## src/rtl/res_switch_ctrl_if.sv

```systemverilog
// ---------------------------------------------------------------------------
// res_switch_ctrl_if
// Signal bundle between the resolution-switch controller and its surroundings
// (button toggle, MMCM, pattern generator).
//
// Handshake: req_xga is a CLK-synchronous level, not a pulse. The controller
// samples it only while busy=0 (IDLE). A mismatch against xga starts a
// sequence, and busy rises on the next cycle. While busy=1, changes on req_xga
// are held off. They are looked at again on the first IDLE cycle. No ready
// signal is needed: busy is the only back-pressure.
//
//   req_xga   requested resolution, 1=XGA 0=VGA          (to controller)
//   vsync_x   active-low vsync, display-clock domain     (to controller)
//   locked    MMCM lock, asynchronous                    (to controller)
//   clk_sel   MMCM display-clock select, 1=65 MHz        (from controller)
//   xga       active resolution for the pattern gen      (from controller)
//   pat_rst   active-high pattern generator reset        (from controller)
//   blank     forces RGB to zero                         (from controller)
//   busy      high in every state except IDLE            (from controller)
//   err       sticky lock-timeout flag                   (from controller)
//   dbg_state FSM state: 0=INIT 1=IDLE 2=ARM 3=HOLD 4=SWITCH 5=WAIT_LOCK
//             6=RELEASE                                  (from controller)
// ---------------------------------------------------------------------------
interface res_switch_ctrl_if;
  logic       req_xga;
  logic       vsync_x;
  logic       locked;
  logic       clk_sel;
  logic       xga;
  logic       pat_rst;
  logic       blank;
  logic       busy;
  logic       err;
  logic [2:0] dbg_state;

  modport master (
    output req_xga, vsync_x, locked,
    input  clk_sel, xga, pat_rst, blank, busy, err, dbg_state
  );

  modport slave (
    input  req_xga, vsync_x, locked,
    output clk_sel, xga, pat_rst, blank, busy, err, dbg_state
  );
endinterface

```

## src/rtl/res_switch_ctrl.sv

```systemverilog
// ---------------------------------------------------------------------------
// res_switch_ctrl
// Sequences a VGA <-> XGA resolution change in the 100 MHz system domain.
// The sequence is: blank, wait for vsync, hold the pattern generator in
// reset, switch the MMCM clock select, wait for lock, release reset, and
// un-blank on the next frame. The same path performs the power-up bring-up.
// In that case reset is held until the first lock.
//
// Ports:
//   clk    system clock, 100 MHz
//   rst_n  asynchronous active-low reset
//   bus    res_switch_ctrl_if.slave (see interface header for signals)
//
// Parameters (all in clk cycles):
//   RST_HOLD      pattern reset held in HOLD before clk_sel changes
//   LOCK_WAIT     time after a clk_sel change during which lock is ignored
//   LOCK_TIMEOUT  time in INIT/WAIT_LOCK before err is raised
//   VS_TIMEOUT    maximum wait for a vsync falling edge
// ---------------------------------------------------------------------------
module res_switch_ctrl #(
  parameter int unsigned RST_HOLD     = 16,
  parameter int unsigned LOCK_WAIT    = 64,
  parameter int unsigned LOCK_TIMEOUT = 1048576,
  parameter int unsigned VS_TIMEOUT   = 2000000
) (
  input  logic             clk,
  input  logic             rst_n,
  res_switch_ctrl_if.slave bus
);

  localparam int unsigned MAX_AB = (RST_HOLD > LOCK_WAIT) ? RST_HOLD : LOCK_WAIT;
  localparam int unsigned MAX_CD = (LOCK_TIMEOUT > VS_TIMEOUT) ? LOCK_TIMEOUT : VS_TIMEOUT;
  localparam int unsigned MAX_P  = (MAX_AB > MAX_CD) ? MAX_AB : MAX_CD;
  localparam int unsigned CW     = $clog2(MAX_P + 1);

  localparam logic [CW-1:0] C_RH_M1   = CW'(RST_HOLD - 1);
  localparam logic [CW-1:0] C_LW_M1   = CW'(LOCK_WAIT - 1);
  localparam logic [CW-1:0] C_VS_M1   = CW'(VS_TIMEOUT - 1);
  localparam logic [CW-1:0] C_LOCK_TO = CW'(LOCK_TIMEOUT);

  typedef enum logic [2:0] {
    S_INIT      = 3'd0,
    S_IDLE      = 3'd1,
    S_ARM       = 3'd2,
    S_HOLD      = 3'd3,
    S_SWITCH    = 3'd4,
    S_WAIT_LOCK = 3'd5,
    S_RELEASE   = 3'd6
  } state_t;

  state_t        state;
  logic [CW-1:0] cnt;
  logic [CW-1:0] cnt_inc;
  logic          tgt;

  // Two-flop synchronisers. vs_d is a third flop that is used only for edge
  // detection.
  logic vs_m, vs_s, vs_d;
  logic lock_m, lock_s;
  logic vs_fall;

  logic clk_sel_q, xga_q, pat_rst_q, blank_q, busy_q, err_q;

  assign vs_fall = vs_d & ~vs_s;

  // The counter never wraps. In INIT and WAIT_LOCK it is additionally held at
  // LOCK_TIMEOUT below.
  assign cnt_inc = (cnt == {CW{1'b1}}) ? cnt : cnt + CW'(1);

  always_ff @(posedge clk or negedge rst_n) begin
    if (!rst_n) begin
      vs_m      <= 1'b0;
      vs_s      <= 1'b0;
      vs_d      <= 1'b0;
      lock_m    <= 1'b0;
      lock_s    <= 1'b0;
      state     <= S_INIT;
      cnt       <= '0;
      tgt       <= 1'b0;
      clk_sel_q <= 1'b0;
      xga_q     <= 1'b0;
      pat_rst_q <= 1'b1;
      blank_q   <= 1'b1;
      busy_q    <= 1'b1;
      err_q     <= 1'b0;
    end else begin
      vs_m   <= bus.vsync_x;
      vs_s   <= vs_m;
      vs_d   <= vs_s;
      lock_m <= bus.locked;
      lock_s <= lock_m;

      case (state)
        S_INIT: begin
          if (lock_s) begin
            state     <= S_RELEASE;
            cnt       <= '0;
            pat_rst_q <= 1'b0;
            xga_q     <= clk_sel_q;
          end else begin
            if (cnt != C_LOCK_TO) cnt <= cnt_inc;
            // err appears on the same cycle that cnt reaches LOCK_TIMEOUT.
            if (cnt_inc >= C_LOCK_TO) err_q <= 1'b1;
          end
        end

        S_IDLE: begin
          if (!lock_s) begin
            state     <= S_INIT;
            cnt       <= '0;
            pat_rst_q <= 1'b1;
            blank_q   <= 1'b1;
            busy_q    <= 1'b1;
          end else if (bus.req_xga != xga_q) begin
            state   <= S_ARM;
            cnt     <= '0;
            tgt     <= bus.req_xga;
            blank_q <= 1'b1;
            busy_q  <= 1'b1;
          end
        end

        // A vsync edge seen during the IDLE cycle that starts the request is
        // not counted here. Only edges seen while already in ARM count.
        S_ARM: begin
          if (vs_fall || cnt == C_VS_M1) begin
            state     <= S_HOLD;
            cnt       <= '0;
            pat_rst_q <= 1'b1;
          end else begin
            cnt <= cnt_inc;
          end
        end

        // clk_sel moves on the transition into SWITCH, so it is already valid
        // in the first SWITCH cycle.
        S_HOLD: begin
          if (cnt == C_RH_M1) begin
            state     <= S_SWITCH;
            cnt       <= '0;
            clk_sel_q <= tgt;
          end else begin
            cnt <= cnt_inc;
          end
        end

        // Lock is ignored here. The MMCM may still report the old lock.
        S_SWITCH: begin
          if (cnt == C_LW_M1) begin
            state <= S_WAIT_LOCK;
            cnt   <= '0;
          end else begin
            cnt <= cnt_inc;
          end
        end

        S_WAIT_LOCK: begin
          if (lock_s) begin
            state     <= S_RELEASE;
            cnt       <= '0;
            pat_rst_q <= 1'b0;
            xga_q     <= clk_sel_q;
          end else begin
            if (cnt != C_LOCK_TO) cnt <= cnt_inc;
            if (cnt_inc >= C_LOCK_TO) err_q <= 1'b1;
          end
        end

        S_RELEASE: begin
          if (!lock_s) begin
            state     <= S_INIT;
            cnt       <= '0;
            pat_rst_q <= 1'b1;
            blank_q   <= 1'b1;
          end else if (vs_fall || cnt == C_VS_M1) begin
            state   <= S_IDLE;
            cnt     <= '0;
            blank_q <= 1'b0;
            busy_q  <= 1'b0;
          end else begin
            cnt <= cnt_inc;
          end
        end

        default: begin
          state     <= S_INIT;
          cnt       <= '0;
          pat_rst_q <= 1'b1;
          blank_q   <= 1'b1;
          busy_q    <= 1'b1;
        end
      endcase
    end
  end

  assign bus.clk_sel   = clk_sel_q;
  assign bus.xga       = xga_q;
  assign bus.pat_rst   = pat_rst_q;
  assign bus.blank     = blank_q;
  assign bus.busy      = busy_q;
  assign bus.err       = err_q;
  assign bus.dbg_state = state;

endmodule

```

## src/flat_wrapper.sv

```systemverilog
// flat-port wrapper written by rule: the top's interface ports become plain ports
module res_switch_ctrl_flat 
#(
  parameter int unsigned RST_HOLD     = 16,
  parameter int unsigned LOCK_WAIT    = 64,
  parameter int unsigned LOCK_TIMEOUT = 1048576,
  parameter int unsigned VS_TIMEOUT   = 2000000
)
  (clk, rst_n, bus_req_xga, bus_vsync_x, bus_locked, bus_clk_sel, bus_xga, bus_pat_rst, bus_blank, bus_busy, bus_err, bus_dbg_state);
  res_switch_ctrl_if bus_i ();
  input  logic clk;
  input  logic rst_n;
  input wire logic [$bits(bus_i.req_xga)-1:0] bus_req_xga;
  input wire logic [$bits(bus_i.vsync_x)-1:0] bus_vsync_x;
  input wire logic [$bits(bus_i.locked)-1:0] bus_locked;
  output wire logic [$bits(bus_i.clk_sel)-1:0] bus_clk_sel;
  output wire logic [$bits(bus_i.xga)-1:0] bus_xga;
  output wire logic [$bits(bus_i.pat_rst)-1:0] bus_pat_rst;
  output wire logic [$bits(bus_i.blank)-1:0] bus_blank;
  output wire logic [$bits(bus_i.busy)-1:0] bus_busy;
  output wire logic [$bits(bus_i.err)-1:0] bus_err;
  output wire logic [$bits(bus_i.dbg_state)-1:0] bus_dbg_state;
  assign bus_i.req_xga = bus_req_xga;
  assign bus_i.vsync_x = bus_vsync_x;
  assign bus_i.locked = bus_locked;
  assign bus_clk_sel = bus_i.clk_sel;
  assign bus_xga = bus_i.xga;
  assign bus_pat_rst = bus_i.pat_rst;
  assign bus_blank = bus_i.blank;
  assign bus_busy = bus_i.busy;
  assign bus_err = bus_i.err;
  assign bus_dbg_state = bus_i.dbg_state;
  res_switch_ctrl #(.RST_HOLD(RST_HOLD), .LOCK_WAIT(LOCK_WAIT), .LOCK_TIMEOUT(LOCK_TIMEOUT), .VS_TIMEOUT(VS_TIMEOUT)) u_core (.clk(clk), .rst_n(rst_n), .bus(bus_i));
endmodule
```

## config.mk

```make
export PLATFORM = sky130hd
export DESIGN_NAME = res_switch_ctrl_flat
export DESIGN_NICKNAME = d
export VERILOG_FILES = /design/src/rtl/res_switch_ctrl_if.sv /design/src/rtl/res_switch_ctrl.sv /design/src/flat_wrapper.sv
export SDC_FILE = /design/constraint.sdc
export NUM_CORES = 1
export LEC_CHECK = 0
export ABC_CLOCK_PERIOD_IN_PS = 2500
export CORE_AREA = 10 10 87 89
export CTS_BUF_LIST = sky130_fd_sc_hd__clkbuf_8
export CTS_CLUSTER_SIZE = 14
export DETAILED_ROUTE_END_ITERATION = 8
export DIE_AREA = 0 0 97 99
export SLEW_MARGIN = 10
export SYNTH_ARGS = -nofsm -noshare
export SYNTH_HDL_FRONTEND = slang
export SYNTH_SLANG_ARGS = --single-unit
```

## constraint.sdc

```tcl
create_clock -name clk -period 2.5 [get_ports clk]
set_clock_uncertainty 0.15 [all_clocks]
set_input_delay 0.75 -clock clk [delete_from_list [all_inputs] [get_ports clk]]
set_output_delay 0.75 -clock clk [all_outputs]
set_load 0.03 [all_outputs]
```

==> results.yml <==
sta:
  maxSlewHeadroom_pct: 68.0
  setup_viol: 0
  slew_violations: 0
  min_period_ns: 2.44
  period_share_pct: 97.5
  tightest_slew_ns: 0.475
  timing.fmax_mhz: 410
  hold_violations: 0
  whs_ns: 0.202
yosys:
  yosysUniqueCellTypes: 50
  syn-num-nets: 242
  ys_warn_count: 0
  synth.area.mux_share_pct: 1.56
  synth_largest_area_cell: "dfrtp_1"
  synth_ff_type: "dfrtp_1"
  synth_top_family_by_area: "simple AND/OR/NAND/NOR gates"
  synth_edf_count: 0
  synth_compound_area_share_pct: 21.6
  synthXorXnorAreaFrac_pct: 0.810
  ys_seq_area_share_pct: 41.8
  synthAdderAreaFrac_pct: 1.16
  yosys.area_share.simple_pct: 28.2
  synth_area_per_cell_um2: 9.20
  synth_seq_cells: 36
  synthArstFlopShare_pct: 100
  synth_area_leaders: "dfrtp_1, a21oi_1, o31ai_1, or4_1, nand3_1"
  synth_top_area_share_pct: 38.2
  synthesis.area_mm2: 0.00216
  synthCells: 235
placement:
  place.gp.congestion: 0.808
  place_hpwl_um: 3960
  dpl_cell_area_mm2: 0.00256
  dp.cells: 339
  portBuffers: 13
clock_network:
  cts.sinks: 36
  tritoncts: "done"
  cts_made_buffers: 5
  cts_root_buf: "clkbuf_8"
  clkLatencyLatePin_ns: 0.29
  path_clk_slew_ns: 0.08
  cts_buffer_depth: 2
  htreeDepth: 2
route:
  drt_first_pass_iters: 4
  remaining_drc_errors: 0
  viasPerCell: 5.71
  wirelength_um: 5630
  avgRoutedWirePerCell_um: 16.2
  vias: 1988
  ant_nets: 0
  drt_iter0_drc: 139
grt:
  grt_pass1_wl_um: 9230
  overflow: 0
  grt_max_degree: 37
  grtUsageTotal_pct: 11.4
  antenna_found_initial: 0
  grt_pass1_vias: 1867
floorplan:
  rows: 28
  die_w_um: 97
  dieArea_mm2: 0.00960
  start_util_pct: 37.0
  io-pin-count: 14
  die_y_um: 99
  core-area_mm2: 0.00585
finish:
  layout.cells.non_filler: 348
  drive_gt1_share_pct: 21.2
  diodes: 0
  syn2layout_area_growth_pct: 24.3
  fin_util_pct: 45.9
  fin_area_mm2: 0.00269
  nets: 279
worst_setup_path:
  slowest_delay_ns: 0.68
  critPathTopFamily: "buffers and inverters"
  arrival_ns: 1.54
  critPathBufInv: 1
  crit_chain: "clkdlybuf4s50_1"
  crit_type: "register to output pin"
  crit_path_end_kind: "output pin"
  cp_max_fo: 5
  startpoint_type: "register"
  required_ns: 1.60
  slowest_stage: "clkdlybuf4s50_1"
power:
  power.leakage_nw: 1.04
  peakVddDrop_uv: 294
  powerDensity_mw_per_mm2: 386
flow_run:
  max-cap-violations: 0
min_path:
  min_path_type: "register to register"
outcome:
  status: "finished clean"
layout make-up:
type	count	area, um^2
tap	75	93.8
sequential	36	905
inverter	6	22.5
fill	569	3160
clock buffer	5	68.8
multi-input combinational	178	1180
timing repair buffer	45	394
clock inverter	3	23.8
cell usage in the layout (no fill, tap or decap), drive strengths merged, types with 2 or more instances in the layout:
cell type	synthesis	routed
nand4b	2	2
dfstp	3	3
nor2b	2	2
o31ai	14	14
nand2	15	15
nand4	9	9
inv	6	6
or4	15	15
nor4	4	4
clkinvlp	0	2
buf	9	33
nor2	12	12
a21oi	25	25
nand3	16	16
or3	4	4
a31oi	4	4
nor3	7	7
o21ai	10	10
a41oi	2	2
clkdlybuf4s50	0	12
o2111ai	2	2
or2	2	2
dfrtp	33	33
and3	3	3
o41ai	4	4
nand2b	4	4
clkbuf	6	5
ha	2	2
and2	2	2
mux2	3	3
worst paths after layout:
| path | startpoint | slack, ns | endpoint | cells past startpoint |
|---|---|---|---|---|
| max | u_core.bus.pat_rst$_DFFE_PN1P_ | 0.06 | bus_pat_rst | 1 |
| min | u_core.vs_m$_DFF_PN0_ | 0.20 | u_core.vs_s$_DFF_PN0_ | 0 |
| max reg2reg | u_core.cnt[13]$_DFFE_PN0P_ | 0.11 | u_core.bus.dbg_state[0]$_DFFE_PN0P_ | 5 |
| min reg2reg | u_core.vs_m$_DFF_PN0_ | 0.20 | u_core.vs_s$_DFF_PN0_ | 0 |
| max in group asynchronous | rst_n | 1.51 | u_core.bus.busy$_DFFE_PN1P_ | 2 |
| min in group asynchronous | rst_n | 0.35 | u_core.bus.dbg_state[1]$_DFFE_PN0P_ | 2 |
sequential cells by signal (all words and copies together) (netlist names):
register	cells
u_core.tgt	1
u_core.bus.dbg_state	3
u_core.vs_m	1
u_core.bus.clk_sel	1
u_core.lock_s	1
u_core.bus.busy	1
u_core.vs_s	1
u_core.bus.xga	1
u_core.bus.blank	1
u_core.bus.err	1
u_core.cnt	21
u_core.lock_m	1
u_core.vs_d	1
u_core.bus.pat_rst	1
synthesized netlist by cell type (3+ instances only):
master / n
and3_1: 3
nand3_1: 16
nor3_1: 7
or4_1: 14
nand2_1: 15
o21ai_0: 10
inv_1: 6
nand4_1: 9
a31oi_1: 4
o41ai_1: 3
o31ai_1: 14
a21oi_1: 25
dfstp_2: 3
dfrtp_1: 33
clkbuf_1: 6
nand2b_1: 4
nor2_1: 12
or3_1: 4
buf_2: 6
timing repair:
| action | 4_1_cts | 5_1_grt |
|---|---|---|
| cloned | 0 | 1 |
| buffers inserted | 0 | 0 |
| endpoints found under the setup margin | 2 | 23 |
| hold buffers | 0 | 0 |
| pin swaps | 0 | 1 |
| endpoints found under the hold margin | 0 | 0 |
| resized for setup | 1 | 7 |
per-layer routing:
metal  share of wire (%)  vias to the layer above  GRT usage, %
li1                    -                      987             -
met4                 1.8                        0          5.11
met3                 2.9                        7          2.37
met5                   0                        -             0
met1                  47                      958          14.8
met2                  48                       36          17.7
cell families after synthesis:
group                    after synthesis
multiplexers                           3
buffers and inverters                 21
XOR/XNOR                               2
adder cells (fa/ha/maj)                2
flip-flops                            36
AND/OR/NAND/NOR                      102
AO/OA/AOI/OAI                         69
power breakdown:
group / internal [mW] / switching [mW]
sequential: 0.586 / 0.00402
clock: 0.197 / 0.225
combinational: 0.00930 / 0.0154
total: 0.793 / 0.244
through the flow:
stage	setup TNS, ns	power [mW]	setup slack [ns]
after floorplan	0	0.605	0.183
after global placement	-2.24	0.627	-0.160
after detailed placement	-2.89	0.627	-0.217
after CTS	0	1.06	0.0280
after global routing	-0.569	1.08	-0.0468
final	0	1.04	0.0622
Note: power is estimated with default switching activity, not from simulation.
